**src/rtl/ret_int_fsm.sv**
```systemverilog
// RET / RTI / interrupt-entry sequencer: stalls decode, injects stack push/pop
// micro-ops, gathers popped words and finishes with a one-cycle PC redirect.
module ret_int_fsm #(
  parameter logic [15:0] POP_PC_HIGH_OP  = 16'b0110000000001010,
  parameter logic [15:0] POP_PC_LOW_OP   = 16'b0110000000001011,
  parameter logic [15:0] POP_FLAGS_OP    = 16'b0110000000001100,
  parameter logic [15:0] PUSH_PC_LOW_OP  = 16'b0110000000001000,
  parameter logic [15:0] PUSH_PC_HIGH_OP = 16'b0110000000001001,
  parameter logic [15:0] PUSH_FLAGS_OP   = 16'b0110000000001101,
  parameter logic [15:0] NOP_OP          = 16'h0000,
  parameter logic [31:0] INT_VECTOR      = 32'h0000_0002
) (
  input  logic        i_clk,
  input  logic        i_rst_n,
  input  logic        i_ret,
  input  logic        i_rti,
  input  logic        i_int_req,
  input  logic        i_call_active,
  input  logic [31:0] i_pc_in,
  input  logic [3:0]  i_flags_in,
  input  logic        i_pop_valid,
  input  logic [15:0] i_pop_data,
  output logic [15:0] o_inj_op,
  output logic        o_inj_valid,
  output logic [15:0] o_inj_data,
  output logic        o_stall,
  output logic [31:0] o_pc_out,
  output logic        o_change_pc,
  output logic [3:0]  o_flags_out,
  output logic        o_flags_load,
  output logic        o_int_ack
);

  typedef enum logic [3:0] {
    S_IDLE, S_POP_HI, S_WAIT_HI, S_POP_LO, S_WAIT_LO, S_POP_FL, S_WAIT_FL,
    S_INT_FL, S_INT_LO, S_INT_HI, S_JUMP, S_INT_JUMP
  } state_t;

  state_t      r_state;
  logic        r_is_rti;
  logic [31:0] r_save_pc;
  logic [3:0]  r_save_flags;
  logic [15:0] r_inj_op;
  logic        r_inj_valid;
  logic [15:0] r_inj_data;
  logic        r_stall;
  logic [31:0] r_pc_out;
  logic        r_change_pc;
  logic [3:0]  r_flags_out;
  logic        r_flags_load;
  logic        r_int_ack;

  // Outputs are registered together with the next state, so each output
  // reflects the state being entered on this edge.
  always_ff @(posedge i_clk or negedge i_rst_n) begin
    if (!i_rst_n) begin
      r_state      <= S_IDLE;
      r_is_rti     <= 1'b0;
      r_save_pc    <= '0;
      r_save_flags <= '0;
      r_inj_op     <= NOP_OP;
      r_inj_valid  <= 1'b0;
      r_inj_data   <= '0;
      r_stall      <= 1'b0;
      r_pc_out     <= '0;
      r_change_pc  <= 1'b0;
      r_flags_out  <= '0;
      r_flags_load <= 1'b0;
      r_int_ack    <= 1'b0;
    end else begin
      r_inj_op     <= NOP_OP;
      r_inj_valid  <= 1'b0;
      r_inj_data   <= '0;
      r_change_pc  <= 1'b0;
      r_flags_load <= 1'b0;
      r_int_ack    <= 1'b0;
      r_stall      <= 1'b1;
      case (r_state)
        S_IDLE: begin
          if (i_rti || i_ret) begin
            r_state     <= S_POP_HI;
            r_is_rti    <= i_rti;
            r_inj_op    <= POP_PC_HIGH_OP;
            r_inj_valid <= 1'b1;
          end else if (i_int_req && !i_call_active) begin
            r_state      <= S_INT_FL;
            r_save_pc    <= i_pc_in;
            r_save_flags <= i_flags_in;
            r_inj_op     <= PUSH_FLAGS_OP;
            r_inj_valid  <= 1'b1;
            r_inj_data   <= {12'b0, i_flags_in};
          end else begin
            r_stall <= 1'b0;
          end
        end
        S_POP_HI: r_state <= S_WAIT_HI;
        S_WAIT_HI: begin
          if (i_pop_valid) begin
            r_pc_out[31:16] <= i_pop_data;
            r_state         <= S_POP_LO;
            r_inj_op        <= POP_PC_LOW_OP;
            r_inj_valid     <= 1'b1;
          end
        end
        S_POP_LO: r_state <= S_WAIT_LO;
        S_WAIT_LO: begin
          if (i_pop_valid) begin
            r_pc_out[15:0] <= i_pop_data;
            if (r_is_rti) begin
              r_state     <= S_POP_FL;
              r_inj_op    <= POP_FLAGS_OP;
              r_inj_valid <= 1'b1;
            end else begin
              r_state     <= S_JUMP;
              r_change_pc <= 1'b1;
            end
          end
        end
        S_POP_FL: r_state <= S_WAIT_FL;
        S_WAIT_FL: begin
          if (i_pop_valid) begin
            r_flags_out  <= i_pop_data[3:0];
            r_flags_load <= 1'b1;
            r_state      <= S_JUMP;
            r_change_pc  <= 1'b1;
          end
        end
        // Push order flags, PC low, PC high leaves PC high on the stack top.
        S_INT_FL: begin
          r_state     <= S_INT_LO;
          r_inj_op    <= PUSH_PC_LOW_OP;
          r_inj_valid <= 1'b1;
          r_inj_data  <= r_save_pc[15:0];
        end
        S_INT_LO: begin
          r_state     <= S_INT_HI;
          r_inj_op    <= PUSH_PC_HIGH_OP;
          r_inj_valid <= 1'b1;
          r_inj_data  <= r_save_pc[31:16];
        end
        S_INT_HI: begin
          r_state     <= S_INT_JUMP;
          r_pc_out    <= INT_VECTOR;
          r_change_pc <= 1'b1;
          r_int_ack   <= 1'b1;
        end
        S_JUMP, S_INT_JUMP: begin
          r_state <= S_IDLE;
          r_stall <= 1'b0;
        end
        default: begin
          r_state <= S_IDLE;
          r_stall <= 1'b0;
        end
      endcase
    end
  end

  assign o_inj_op     = r_inj_op;
  assign o_inj_valid  = r_inj_valid;
  assign o_inj_data   = r_inj_data;
  assign o_stall      = r_stall;
  assign o_pc_out     = r_pc_out;
  assign o_change_pc  = r_change_pc;
  assign o_flags_out  = r_flags_out;
  assign o_flags_load = r_flags_load;
  assign o_int_ack    = r_int_ack;

endmodule

```
**config.mk**
```make
export PLATFORM = sky130hd
export DESIGN_NAME = ret_int_fsm
export DESIGN_NICKNAME = d
export VERILOG_FILES = /design/src/rtl/ret_int_fsm.sv
export SDC_FILE = /design/constraint.sdc
export NUM_CORES = 1
export LEC_CHECK = 0
export ABC_AREA = 1
export CAP_MARGIN = 10
export CORE_ASPECT_RATIO = 2
export CORE_MARGIN = 10
export CORE_UTILIZATION = 25
export DETAILED_ROUTE_END_ITERATION = 7
export GPL_TIMING_DRIVEN = 0
export PLACE_DENSITY = 0.45
export RECOVER_POWER = 25
export SLEW_MARGIN = 20
export SYNTH_ARGS = -nofsm -noshare
export SYNTH_HDL_FRONTEND = slang
export SYNTH_SLANG_ARGS = --single-unit
```
**constraint.sdc**
```tcl
create_clock -name i_clk -period 3.5 [get_ports i_clk]
set_input_delay 1.05 -clock i_clk [delete_from_list [all_inputs] [get_ports i_clk]]
set_output_delay 1.05 -clock i_clk [all_outputs]
set_load 0.05 [all_outputs]
```
## Word-level counts from Yosys, hierarchy flattened

Cells that the tools add are included.

- Bitwise operators: 1
- Muxes and demuxes: 31
- Reductions and logical operators: 14
- Eq/ne operators: 13

Operator list:

| kind | count |
|---|---|
| $mux 15 | 5 |
| $pmux 15 s5 | 1 |
| $pmux 16 s2 | 2 |
| $pmux 16 s3 | 1 |
| $pmux 4 s10 | 1 |
| $mux 4 | 8 |
| $eq 4x3->1 const B | 4 |
| $mux 16 | 1 |
| $mux 1 | 9 |
| $reduce_or 9->1 | 1 |
| $eq 4x2->1 const B | 2 |
| $eq 4x4->1 const B | 2 |
| $reduce_and 2->1 | 4 |
| $ne 2x2->1 const B | 3 |
| $eq 4x1->1 const B | 1 |
| $logic_not 4->1 | 1 |
| $pmux 1 s4 | 1 |
| $reduce_and 4->1 | 1 |
| $reduce_bool 2->1 | 2 |
| $ne 3x3->1 const B | 1 |
| $pmux 1 s3 | 1 |
| $reduce_and 3->1 | 1 |
| $pmux 1 s2 | 1 |
| $reduce_or 2->1 | 1 |
| 4 further kinds | 4 |

- Flip-flop bits (word level): 110
- Input port bits: 59
- Output and inout port bits: 73
- Word-level logic and storage cells: 72

## Depth between registers and ports, before layout

Gate-level depths: netlist (run 1).

- Depth in word-level cells: 5
- Depth in mapped cells: 9
- Gate-level depth less buffers: 8

## Worst setup path before layout (run 1)

Ideal clock, no wire load.

- Path type: input to register
- From: input port i_ret
- To: register r_save_pc[16]
- Library setup time: 116 ps
- Slack: 1506 ps
- Arrival time: 1878 ps
- Required time: 3384 ps
- Cell stages on the path: 9
- Path buffers: 1
- Cell sequence: nor2_1 > inv_1 > nor2_2 > inv_2 > nor2_8 > inv_2 > buf_2 > nand2_1 > nand2_1

- Cells in the longest elaborated chain, start to end: 3

Ends and longest elaborated chain:

| item | line | RTL |
|---|---|---|
| from (decl) | 15 | `input logic i_ret,` |
| $logic_or 1x1->1 | 80 | `if (i_rti \|\| i_ret) begin` |
| $not 1->1 (no source line) | - |  |
| $reduce_and 3->1 (no source line) | - |  |
| to (signal assigned) | 87 | `r_save_pc <= i_pc_in;` |
| to (decl) | 41 | `logic [31:0] r_save_pc;` |

No other way between the ends.
A chain may end at the register's enable or synchronous reset.

==> results of run 1 <==
-- routing by layer --
layer	vias up	GRT usage
met4	0	0.0475
met1	1665	0.111
met5	-	0
met2	120	0.211
met3	14	0.0335
li1	1736	-
-- sequential cells by signal, indices dropped and copies added (netlist names) --
signal        count
o_change_pc       1
o_flags_load      1
o_flags_out       4
o_inj_data       16
o_inj_op          4
o_inj_valid       1
o_int_ack         1
o_pc_out         32
o_stall           1
r_is_rti          1
r_save_pc        32
r_state           4
-- stage by stage --
stage	cell area [µm²]	setup WS [ns]	util	power, mW
3_5_place_dp	5690	0.715	0.349	4.23
3_3_place_gp	5660	-2.48	0.348	4.20
4_1_cts	6000	0.803	0.369	5.29
2_1_floorplan	4190	1.51	-	3.35
5_1_grt	5990	0.767	0.368	5.53
6_report	5990	0.824	0.368	5.20
-- worst reg2reg max path, cell delays in order (launching register included) --
cell	delay, ns
dfrtp_1	0.42
nor2_1	0.16
buf_2	0.28
nand2_2	0.15
o21ai_2	0.27
buf_4	0.24
o21ai_1	0.08
-- final timing paths --
kind	end	slack, ns	cells after the start
worst max-delay path	o_inj_op[14]	0.82	2
worst min-delay path	r_save_pc[4]	0.48	2
worst max register to register	o_pc_out[9]	1.80	6
worst min register to register	r_save_pc[4]	0.48	2
max in group asynchronous	r_save_pc[7]	1.24	2
min in group asynchronous	o_flags_out[3]	1.18	1
-- Yosys cell counts --
library cell	count
a21oi_1	5
a32o_1	12
buf_2	9
buf_4	17
buf_6	1
clkbuf_1	3
conb_1	1
dfrtp_1	98
inv_1	41
inv_2	6
nand2_1	185
nand2_2	2
nand3_1	30
nand4_1	1
nor2_1	30
nor2_2	3
nor2_4	4
nor2_8	1
nor3_1	1
o21ai_0	11
o21ai_1	11
o21ai_2	1
-- cell type report --
| class | count | area [µm²] | area share |
|---|---|---|---|
| Sequential cell | 98 | 2450 | 0.409 |
| Multi-Input combinational cell | 307 | 1370 | 0.228 |
| Timing Repair Buffer | 122 | 1230 | 0.206 |
| Tap cell | 204 | 255 | 0.0426 |
| Clock buffer | 11 | 253 | 0.0422 |
| Buffer | 30 | 195 | 0.0326 |
| Inverter | 47 | 176 | 0.0294 |
| Clock inverter | 5 | 61.3 | 0.0102 |
-- kinds of logic (layout without fill, tap and decap cells) --
kind of cell    count (synthesis)  after routing  synth area share
flops                          98             98             0.590
simple gates                  257            257             0.256
buf+inv                        77            215            0.0894
compound gates                 40             40            0.0635
other cells                     1             10          0.000902
-- power by group through the flow --
stage          clock (mW)  sequential (mW)  combinational, mW
3_3_place_gp            0             1.83               2.37
3_5_place_dp            0             1.84               2.39
4_1_cts              1.07             1.82               2.40
5_1_grt              1.11             1.87               2.55
2_1_floorplan           0             2.60              0.753
6_report             1.03             1.81               2.36
==> key figures, run 1 <==
Power and ir drop
  • Comb pwr share: 0.453
  • Cell internal pwr: 2.93 mW
  • Pleak: 2.99 nW
  • Sw frac: 0.436
  • Worst vdd ir: 219 µV
  • Psw: 2.27 mW
  • Power per cell area: 868 mW/mm²
  • Sequential share of power: 0.348
  • Clock Power Share: 0.199

Clocking
  • CTS resizes: 0
  • Clock Sink Count: between 90 and 100
  • Root buffer cell: clkbuf_16
  • CTS max path bufs: 2
  • Clk slew on worst S/H paths: 0.07 ns
  • # H-tree levels: 3
  • CTS Buf Count: 9
  • CTS tree: built
  • Worst skew pair latency: 0.34 ns
  • Hold buffer count at cts: 0
  • Post-CTS Setup Repair Bufs: 0

Yosys
  • Area share of the largest cell type after synthesis: 0.590
  • Synth Register Bits: 98
  • Mapped cell area: 0.00416 mm²
  • Ranking of synthesized cells by area: dfrtp_1 (59%), nand2_1 (17%), inv_1 (3.7%), nand3_1 (3.6%), buf_4 (3.1%)
  • Post-synthesis sequential area ratio: 0.590
  • Area leader, netlist: dfrtp_1
  • Synth Instances: around 470
  • Syn avg cell area: 8.79 µm²
  • Yosys cell types: 22
  • YS warnings: 0

Layout
  • Final-layout fill cell count: 1677
  • Most common cell after layout, fill and taps aside: nand2_1
  • ANT cells: 0
  • Most frequent cells in the layout: nand2_1 (185), clkdlybuf4s50_1 (120), dfrtp_1 (98)
  • Layout Nets: 674
  • Area delta synth->final: 44.2%
  • Layout cell share with drive strength beyond 1: 0.0984
  • Post-Layout Cell Count: 824

GRT
  • Overall global routing resource usage: 0.113
  • Largest net degree at the start of global routing: 69
  • First-pass GRT wire length: 20500 µm
  • GRT overflow: 0
  • Number of global-route vias before repair: slightly below 4k
  • Initial antenna violation count: 0

STA
  • Actual slew at the worst max-slew pin: 1.78 ns
  • Tcrit/Tclk final: 0.765
  • Fmax: 0.374 GHz
  • RSZ-0062 raised after global routing: false
  • Period minus WS final: 2.68 ns
  • Max-slew headroom: -0.188
  • Setup_tns: 0 ns
  • WHS: 0.477 ns
  • Max-slew violation count: 31
  • Number of hold violations in the final report: 0
  • Final setup violation count: 0
  • Worst Clk Skew: roughly 0.0087 ns

Critical path
  • Critical Path Sink Type: output pin
  • Crit-path max FO: 3
  • CP Class: reg2out
  • CP delay by family, top: buffers and inverters
  • Critical path, cell by cell: buf_4 -> clkdlybuf4s50_1
  • Crit path required time: 2.45 ns
  • Data arrival time of the worst path: between 1.5 and 2 ns
  • Origin of the critical flop-to-flop path: r_state[1]
  • CP startpoint kind: flip-flop
  • Slowest stage delay, CP: 0.79 ns
  • Slowest cell on crit path: clkdlybuf4s50_1
  • CP bufs+invs: 2
  • Crit path launch: o_inj_op[13]

Floorplan
  • Total core area: 0.0163 mm²
  • Initial core utilization: 0.255
  • Die X: 111 µm
  • FP Rows: 66
  • Die ar.: 0.0225 mm²
  • Die Y-Extent: 202 µm
  • I/O pins: 132

Job
  • Max cap viols: 1

Detailed routing
  • DR WL/cell: 15.5 µm
  • Antenna Nets Post-Route: 0
  • Metal3 WL: between 700 and 800 µm
  • DRT Wirelength: 12800 µm
  • Vias per std cell: approximately 4.3
  • Router iterations before antenna repair: 7
  • Iter 0 DRT Violations: 85
  • Metal2 WL: 7000 µm
  • Vias: 3535
  • Met1 wire length: ~4800 µm
  • DRC: 0
  • Max Used Layer: met4

Status
  • Status: finished, violations left
  • Failing checks: max-capacitance violations, max-slew violations

Worst hold path
  • HP Start: r_save_pc[4]
  • Hold/Removal Path Class: reg2reg

Place
  • HPWL Detailed: 10300 µm
  • Placed Cells: 808
  • Port bufs: 121
  • GP Congestion: 0.793
No activity file was read; power rests on OpenSTA's default activity.
==> inputs of run 2 (changes only) <==
--- a/config.mk
+++ b/config.mk
@@ -12,7 +12,7 @@
 export CORE_UTILIZATION = 25
 export DETAILED_ROUTE_END_ITERATION = 7
 export GPL_TIMING_DRIVEN = 0
-export PLACE_DENSITY = 0.45
+export PLACE_DENSITY = 0.47
 export RECOVER_POWER = 25
 export SLEW_MARGIN = 20
 export SYNTH_ARGS = -nofsm -noshare
==> constraint.sdc (replaced) <==
create_clock -name i_clk -period 2.42 [get_ports i_clk]
set_input_delay 0.726 -clock i_clk [delete_from_list [all_inputs] [get_ports i_clk]]
set_output_delay 0.726 -clock i_clk [all_outputs]
set_load 0.05 [all_outputs]
==> run 2 against run 1 <==
Net effect: the run still ends with max-capacitance violations, max-slew violations left; count of clock-buffer cells in the layout fell by 2; power up 47%; combinational power is 44% higher; worst setup slack worse by 0.75 ns; clock power grew 55%; critical endpoint is now o_inj_op[13]; highest routed layer unchanged.
==> key figures, run 2 (synthesized netlist as in run 1, its figures left out) <==
Status
  • Status: finished, violations left
  • Failing checks: max-capacitance violations, max-slew violations

Power and ir drop
  • Worst vdd ir: 431 µV (+97%)
  • Pleak: 3.00 nW (+0.35%)
  • Power per cell area: 1270 mW/mm² (+46%)
  • Cell internal pwr: 4.30 mW (+47%)
  • Psw: 3.32 mW (+47%)
  • Sequential share of power: 0.345 (-0.003)
  • Design Power: 7.63 mW (+47%)
  • Clock Power Share: 0.210 (+0.011)
  • Comb pwr share: 0.445 (-0.008)
  • Sw frac: 0.436 (-0.000501)

Critical path
  • Slowest cell on crit path: clkdlybuf4s50_1
  • Critical path, cell by cell: buf_4 -> clkdlybuf4s50_1
  • Slowest stage delay, CP: 0.80 ns (about the same)
  • CP startpoint kind: flip-flop
  • CP bufs+invs: 2 (unchanged)
  • Crit path required time: 1.69 ns (-0.76 ns)
  • FF-to-FF setup slack: 0.73 ns (-1.07 ns)
  • CP Class: reg2out
  • Stages on worst setup path: 2 (unchanged)
  • Data arrival time of the worst path: 1.63 ns (about the same)
  • Critical Path Sink Type: output pin
  • Crit-path max FO: 3 (unchanged)
  • FF-to-FF path depth: 8 (+2)
  • CP delay by family, top: buffers and inverters

Clocking
  • Clk slew on worst S/H paths: 0.08 ns (about the same)
  • Root buffer cell: clkbuf_16
  • CTS resizes: 0 (unchanged)
  • Worst skew pair latency: 0.35 ns (about the same)
  • Post-CTS Setup Repair Bufs: 0 (unchanged)
  • CTS Buf Count: 9 (unchanged)
  • # H-tree levels: 3 (unchanged)
  • CTS tree: built
  • Clock Sink Count: 98 (unchanged)
  • CTS max path bufs: 2 (unchanged)
  • Hold buffer count at cts: 0 (unchanged)

STA
  • Max-slew headroom: -0.166 (+0.0227)
  • Max-slew violation count: 34 (+9.7%)
  • Worst Clk Skew: 0.0114 ns (+0.00272 ns)
  • Final setup violation count: 0 (unchanged)
  • Number of hold violations in the final report: 0 (unchanged)
  • Period minus WS final: approximately 2.4 ns
  • WHS: 0.476 ns (-0.00134 ns)
  • RSZ-0062 raised after global routing: false
  • Setup_tns: 0 ns (unchanged)
  • Actual slew at the worst max-slew pin: 1.75 ns (-0.0340 ns)
  • Worst Slack Setup Final: 0.0689 ns (-0.755 ns)
  • Fmax: 0.425 GHz
  • Tcrit/Tclk final: 0.972

Layout
  • Most frequent cells in the layout: nand2_1 (185), clkdlybuf4s50_1 (120), dfrtp_1 (98)
  • Area delta synth->final: 44.8%
  • Fin area: 0.00602 mm² (+0.44%)
  • ANT cells: 0 (unchanged)
  • Final core utilization: 0.370 (+0.00162)
  • Post-Layout Cell Count: 824 (unchanged)
  • Most common cell after layout, fill and taps aside: nand2_1
  • Layout cell share with drive strength beyond 1: 0.0984 (unchanged)
  • Layout Nets: 674 (unchanged)

GRT
  • First-pass GRT wire length: 20000 µm (-2.3%)
  • GRT overflow: 0 (unchanged)
  • Largest net degree at the start of global routing: 66 (-4.3%)
  • Overall global routing resource usage: 0.110 (-0.00289)
  • Initial antenna violation count: 0 (unchanged)
  • Number of global-route vias before repair: 3796 (-3.5%)

Worst hold path
  • Hold/Removal Path Class: reg2reg
  • Hold path depth: 2 (unchanged)

Place
  • GP Congestion: 0.796 (+0.38%)
  • DP Worst Slack: -0.0600 ns (-0.775 ns)
  • Port bufs: 121 (unchanged)
  • Placed Cells: 808 (unchanged)
  • Placement Cell Area: 0.00569 mm² (unchanged)
  • HPWL Detailed: 10100 µm (-1.2%)

Floorplan
  • FP Rows: 66 (unchanged)
  • Total core area: 0.0163 mm² (unchanged)
  • I/O pins: 132 (unchanged)
  • Die ar.: 0.0225 mm² (unchanged)
  • Initial core utilization: 0.255 (unchanged)
  • Die Y-Extent: 202 µm (unchanged)
  • Die X: 111 µm (unchanged)

Detailed routing
  • Iter 0 DRT Violations: 101 (+19%)
  • Router iterations before antenna repair: 6 (-1)
  • DRT Wirelength: 12600 µm (-0.96%)
  • Antenna Nets Post-Route: 0 (unchanged)
  • DRC: 0 (unchanged)
  • DR WL/cell: 15.3 µm (-0.96%)
  • Vias: 3476 (-1.7%)
  • Vias per std cell: 4.22 (-1.7%)

Job
  • Max cap viols: 1 (unchanged)
## run 2: changes by cell type in the layout (fill, tap and decap cells not counted)
cell / change
clkbuf_8: -2
inv_8: +2
bufinv_16: +1
clkbuf_1: -1
clkdlybuf4s25_1: +1
clkinv_2: -1
## run 2: cell type report
type | count | area, µm²
Clock buffer | 9 | 225
Inverter | 47 | 176
Tap cell | 204 | 255
Clock inverter | 7 | 109
Multi-Input combinational cell | 307 | 1370
Timing Repair Buffer | 122 | 1240
Buffer | 30 | 195
Fill cell | 1669 | 10200
Sequential cell | 98 | 2450
## run 2: tightest hold or removal path, stage by stage (launching register included)
cell and delay [ns]:
dfrtp_1 0.35, nand2_1 0.05, nand2_1 0.05
## run 2: final timing paths
kind	startpoint	endpoint
max	o_inj_op[13]	o_inj_op[13]
min	r_save_pc[28]	r_save_pc[28]
max reg2reg	r_state[2]	r_save_pc[24]
min reg2reg	r_save_pc[28]	r_save_pc[28]
max in group asynchronous	i_rst_n	o_inj_data[10]
min in group asynchronous	i_rst_n	o_flags_out[2]
## run 2: metal layers
metal  global-route usage  routed length [µm]  vias up
met4               0.0434                 212        0
li1                     -                   -     1738
met2                0.207                6920      104
met1                0.107                4620     1619
met5                    0                   0        -
met3               0.0353                 876       15
## run 2: power groups by stage
stage,Combinational (mW),Clock [mW],Sequential (mW)
floorplan,1.09,0,3.76
global placement,3.43,0,2.65
detailed placement,3.46,0,2.67
CTS,3.46,1.65,2.64
global route,3.68,1.71,2.71
finish,3.40,1.60,2.63
==> inputs of run 3 (changes only) <==
--- a/config.mk
+++ b/config.mk
@@ -10,6 +10,7 @@
 export CORE_ASPECT_RATIO = 2
 export CORE_MARGIN = 10
 export CORE_UTILIZATION = 25
+export CTS_BUF_LIST = sky130_fd_sc_hd__clkbuf_4
 export DETAILED_ROUTE_END_ITERATION = 7
 export GPL_TIMING_DRIVEN = 0
 export PLACE_DENSITY = 0.47
@@ -18,3 +19,4 @@
 export SYNTH_ARGS = -nofsm -noshare
 export SYNTH_HDL_FRONTEND = slang
 export SYNTH_SLANG_ARGS = --single-unit
+export TNS_END_PERCENT = 50
==> run 3 against run 2 <==
Net effect: the flow still finishes with violations (max-capacitance violations, max-slew violations); cell count is 0.12% higher; power is 9.8% lower; design area is 2.8% lower; clock power is 34% lower; worst setup slack better by 0.0045 ns; critical endpoint is now o_inj_data[0].
==> key figures, run 3 (synthesized netlist as in run 1, its figures left out) <==
Critical path
  • CP Class: reg2out
  • Stages on worst setup path: 1 (-1)
  • Slowest cell on crit path: clkdlybuf4s50_1
  • FF-to-FF path depth: 6 (-2)
  • CP startpoint kind: flip-flop
  • Crit-path max FO: 1 (-2)
  • Crit path launch: o_inj_data[0]
  • Critical Path Sink Type: output pin
  • Crit path required time: 1.69 ns (about the same)
  • CP bufs+invs: 1 (-1)
  • CP endpoint: o_inj_data[0]
  • Slowest stage delay, CP: 0.82 ns (+0.02 ns)
  • Critical path, cell by cell: clkdlybuf4s50_1
  • Origin of the critical flop-to-flop path: r_state[1]
  • Data arrival time of the worst path: 1.62 ns (about the same)
  • R2R Path End: o_pc_out[5]
  • FF-to-FF setup slack: 0.71 ns (-0.02 ns)
  • CP delay by family, top: buffers and inverters

Power and ir drop
  • Clock Power Share: 0.153 (-0.057)
  • Sw frac: 0.472 (+0.0361)
  • Power per cell area: 1180 mW/mm² (-7.2%)
  • Pleak: 3.28 nW (+9.3%)
  • Sequential share of power: 0.379 (+0.034)
  • Comb pwr share: 0.468 (+0.023)
  • Worst vdd ir: 392 µV (-9.0%)
  • Cell internal pwr: 3.63 mW (-16%)
  • Design Power: 6.88 mW (-9.8%)
  • Psw: 3.25 mW (-2.3%)

STA
  • Fmax: 0.426 GHz (+0.19%)
  • Tcrit/Tclk final: 0.970 (-0.00187)
  • Max-slew violation count: 34 (unchanged)
  • Actual slew at the worst max-slew pin: 2.01 ns (+0.262 ns)
  • Period minus WS final: 2.35 ns (-0.00452 ns)
  • Final setup violation count: 0 (unchanged)
  • Max-slew headroom: -0.341 (-0.175)
  • RSZ-0062 raised after global routing: false
  • Worst Clk Skew: 0.0191 ns (+0.00769 ns)
  • Number of hold violations in the final report: 0 (unchanged)
  • Setup_tns: 0 ns (unchanged)

Place
  • HPWL Detailed: 10100 µm (unchanged)
  • Port bufs: 121 (unchanged)
  • Placed Cells: 808 (unchanged)
  • GP Congestion: 0.796 (unchanged)
  • Placement Cell Area: 0.00569 mm² (unchanged)

Layout
  • Most frequent cells in the layout: nand2_1 (185), dfrtp_1 (98), clkdlybuf4s50_1 (71)
  • Post-Layout Cell Count: 825 (+0.12%)
  • Area delta synth->final: 40.8%
  • Fin area: 0.00585 mm² (-2.8%)
  • Final core utilization: 0.360 (-0.0102)
  • Most common cell after layout, fill and taps aside: nand2_1
  • Layout Nets: 674 (unchanged)
  • Layout cell share with drive strength beyond 1: 0.0984 (unchanged)

Clocking
  • CTS max path bufs: 2 (unchanged)
  • Root buffer cell: clkbuf_4
  • CTS tree: built
  • Hold buffer count at cts: 0 (unchanged)
  • Clock Sink Count: 98 (unchanged)
  • # H-tree levels: 3 (unchanged)
  • CTS Buf Count: 9 (unchanged)
  • Clk slew on worst S/H paths: 0.15 ns (+0.07 ns)
  • Post-CTS Setup Repair Bufs: 0 (unchanged)
  • Worst skew pair latency: 0.45 ns (+0.10 ns)

GRT
  • Initial antenna violation count: 1 (+1)
  • Number of global-route vias before repair: 3793 (-0.079%)
  • Largest net degree at the start of global routing: 66 (unchanged)
  • GRT overflow: 0 (unchanged)
  • First-pass GRT wire length: 19900 µm (-0.28%)
  • Overall global routing resource usage: 0.109 (-0.000503)

Floorplan
  • Initial core utilization: 0.255 (unchanged)
  • Die X: 111 µm (unchanged)
  • I/O pins: 132 (unchanged)
  • Die Y-Extent: 202 µm (unchanged)
  • FP Rows: 66 (unchanged)
  • Die ar.: 0.0225 mm² (unchanged)
  • Total core area: 0.0163 mm² (unchanged)

Status
  • Status: finished, violations left
  • Failing checks: max-capacitance violations, max-slew violations

Job
  • Max cap viols: 1 (unchanged)

Detailed routing
  • DRC: 0 (unchanged)
  • Vias: 3481 (+0.14%)
  • DR WL/cell: 15.3 µm (about the same)
  • Antenna Nets Post-Route: 0 (unchanged)
  • Router iterations before antenna repair: 4 (-2)
  • DRT Wirelength: 12600 µm (+0.12%)
  • Iter 0 DRT Violations: 84 (-17%)
  • Vias per std cell: 4.22 (about the same)

Worst hold path
  • Hold path depth: 2 (unchanged)
  • Hold/Removal Path Class: reg2reg
## run 3: cell count changes in the layout (fill, tap and decap cells not counted), sizes merged
cell,delta
dlygate4sd2,+34
diode,+1
dlymetal6s2s,+15
clkdlybuf4s50,-49
clkdlybuf4s25,-1
clkbuf,+1
## run 3: per-layer routing
metal / wire length, µm / vias up / GRT usage
li1: - / 1739 / -
met1: 4660 / 1618 / 0.107
met2: 6980 / 111 / 0.205
met3: 815 / 13 / 0.0365
met4: 193 / 0 / 0.0401
met5: 0 / - / 0
## run 3: how the worst min path moves through the flow
stage	end	start	slack, ns
3_5_place_dp	r_save_pc[0]	r_save_pc[0]	0.46
2_1_floorplan	o_change_pc	i_rst_n	0.43
6_report	r_save_pc[0]	r_save_pc[0]	0.49
3_3_place_gp	r_save_pc[10]	r_save_pc[10]	0.45
5_1_grt	r_save_pc[23]	r_save_pc[23]	0.52
4_1_cts	o_flags_load	i_rst_n	0.11
## run 3: layout make-up
class | instances | area, µm²
fill | 1699 | 10400
sequential | 98 | 2450
multi-input combinational | 307 | 1370
timing repair buffer | 122 | 1230
tap | 204 | 255
buffer | 30 | 195
inverter | 47 | 176
clock inverter | 7 | 109
clock buffer | 9 | 67.6
antenna | 1 | 2.50
## run 3: repair_timing
action	4_1_cts	5_1_grt
hold endpoints to repair	0	0
setup endpoints to repair	34	15
cloned	0	0
gates resized for setup	34	15
## run 3: power by group through the flow
stage          Combinational [mW]  Sequential [mW]  Clock [mW]
2_1_floorplan                1.09             3.76           0
3_3_place_gp                 3.43             2.65           0
3_5_place_dp                 3.46             2.67           0
4_1_cts                      3.29             2.62        1.10
5_1_grt                      3.51             2.69        1.16
6_report                     3.22             2.61        1.05
## run 3: through the flow
step / worst slack [ns] / hold WS [ns]
floorplan: 0.750 / 0.430
global placement: -3.25 / 0.455
detailed placement: -0.0600 / 0.459
CTS: 0.00530 / 0.110
global route: 0.00271 / 0.520
finish: 0.0734 / 0.491
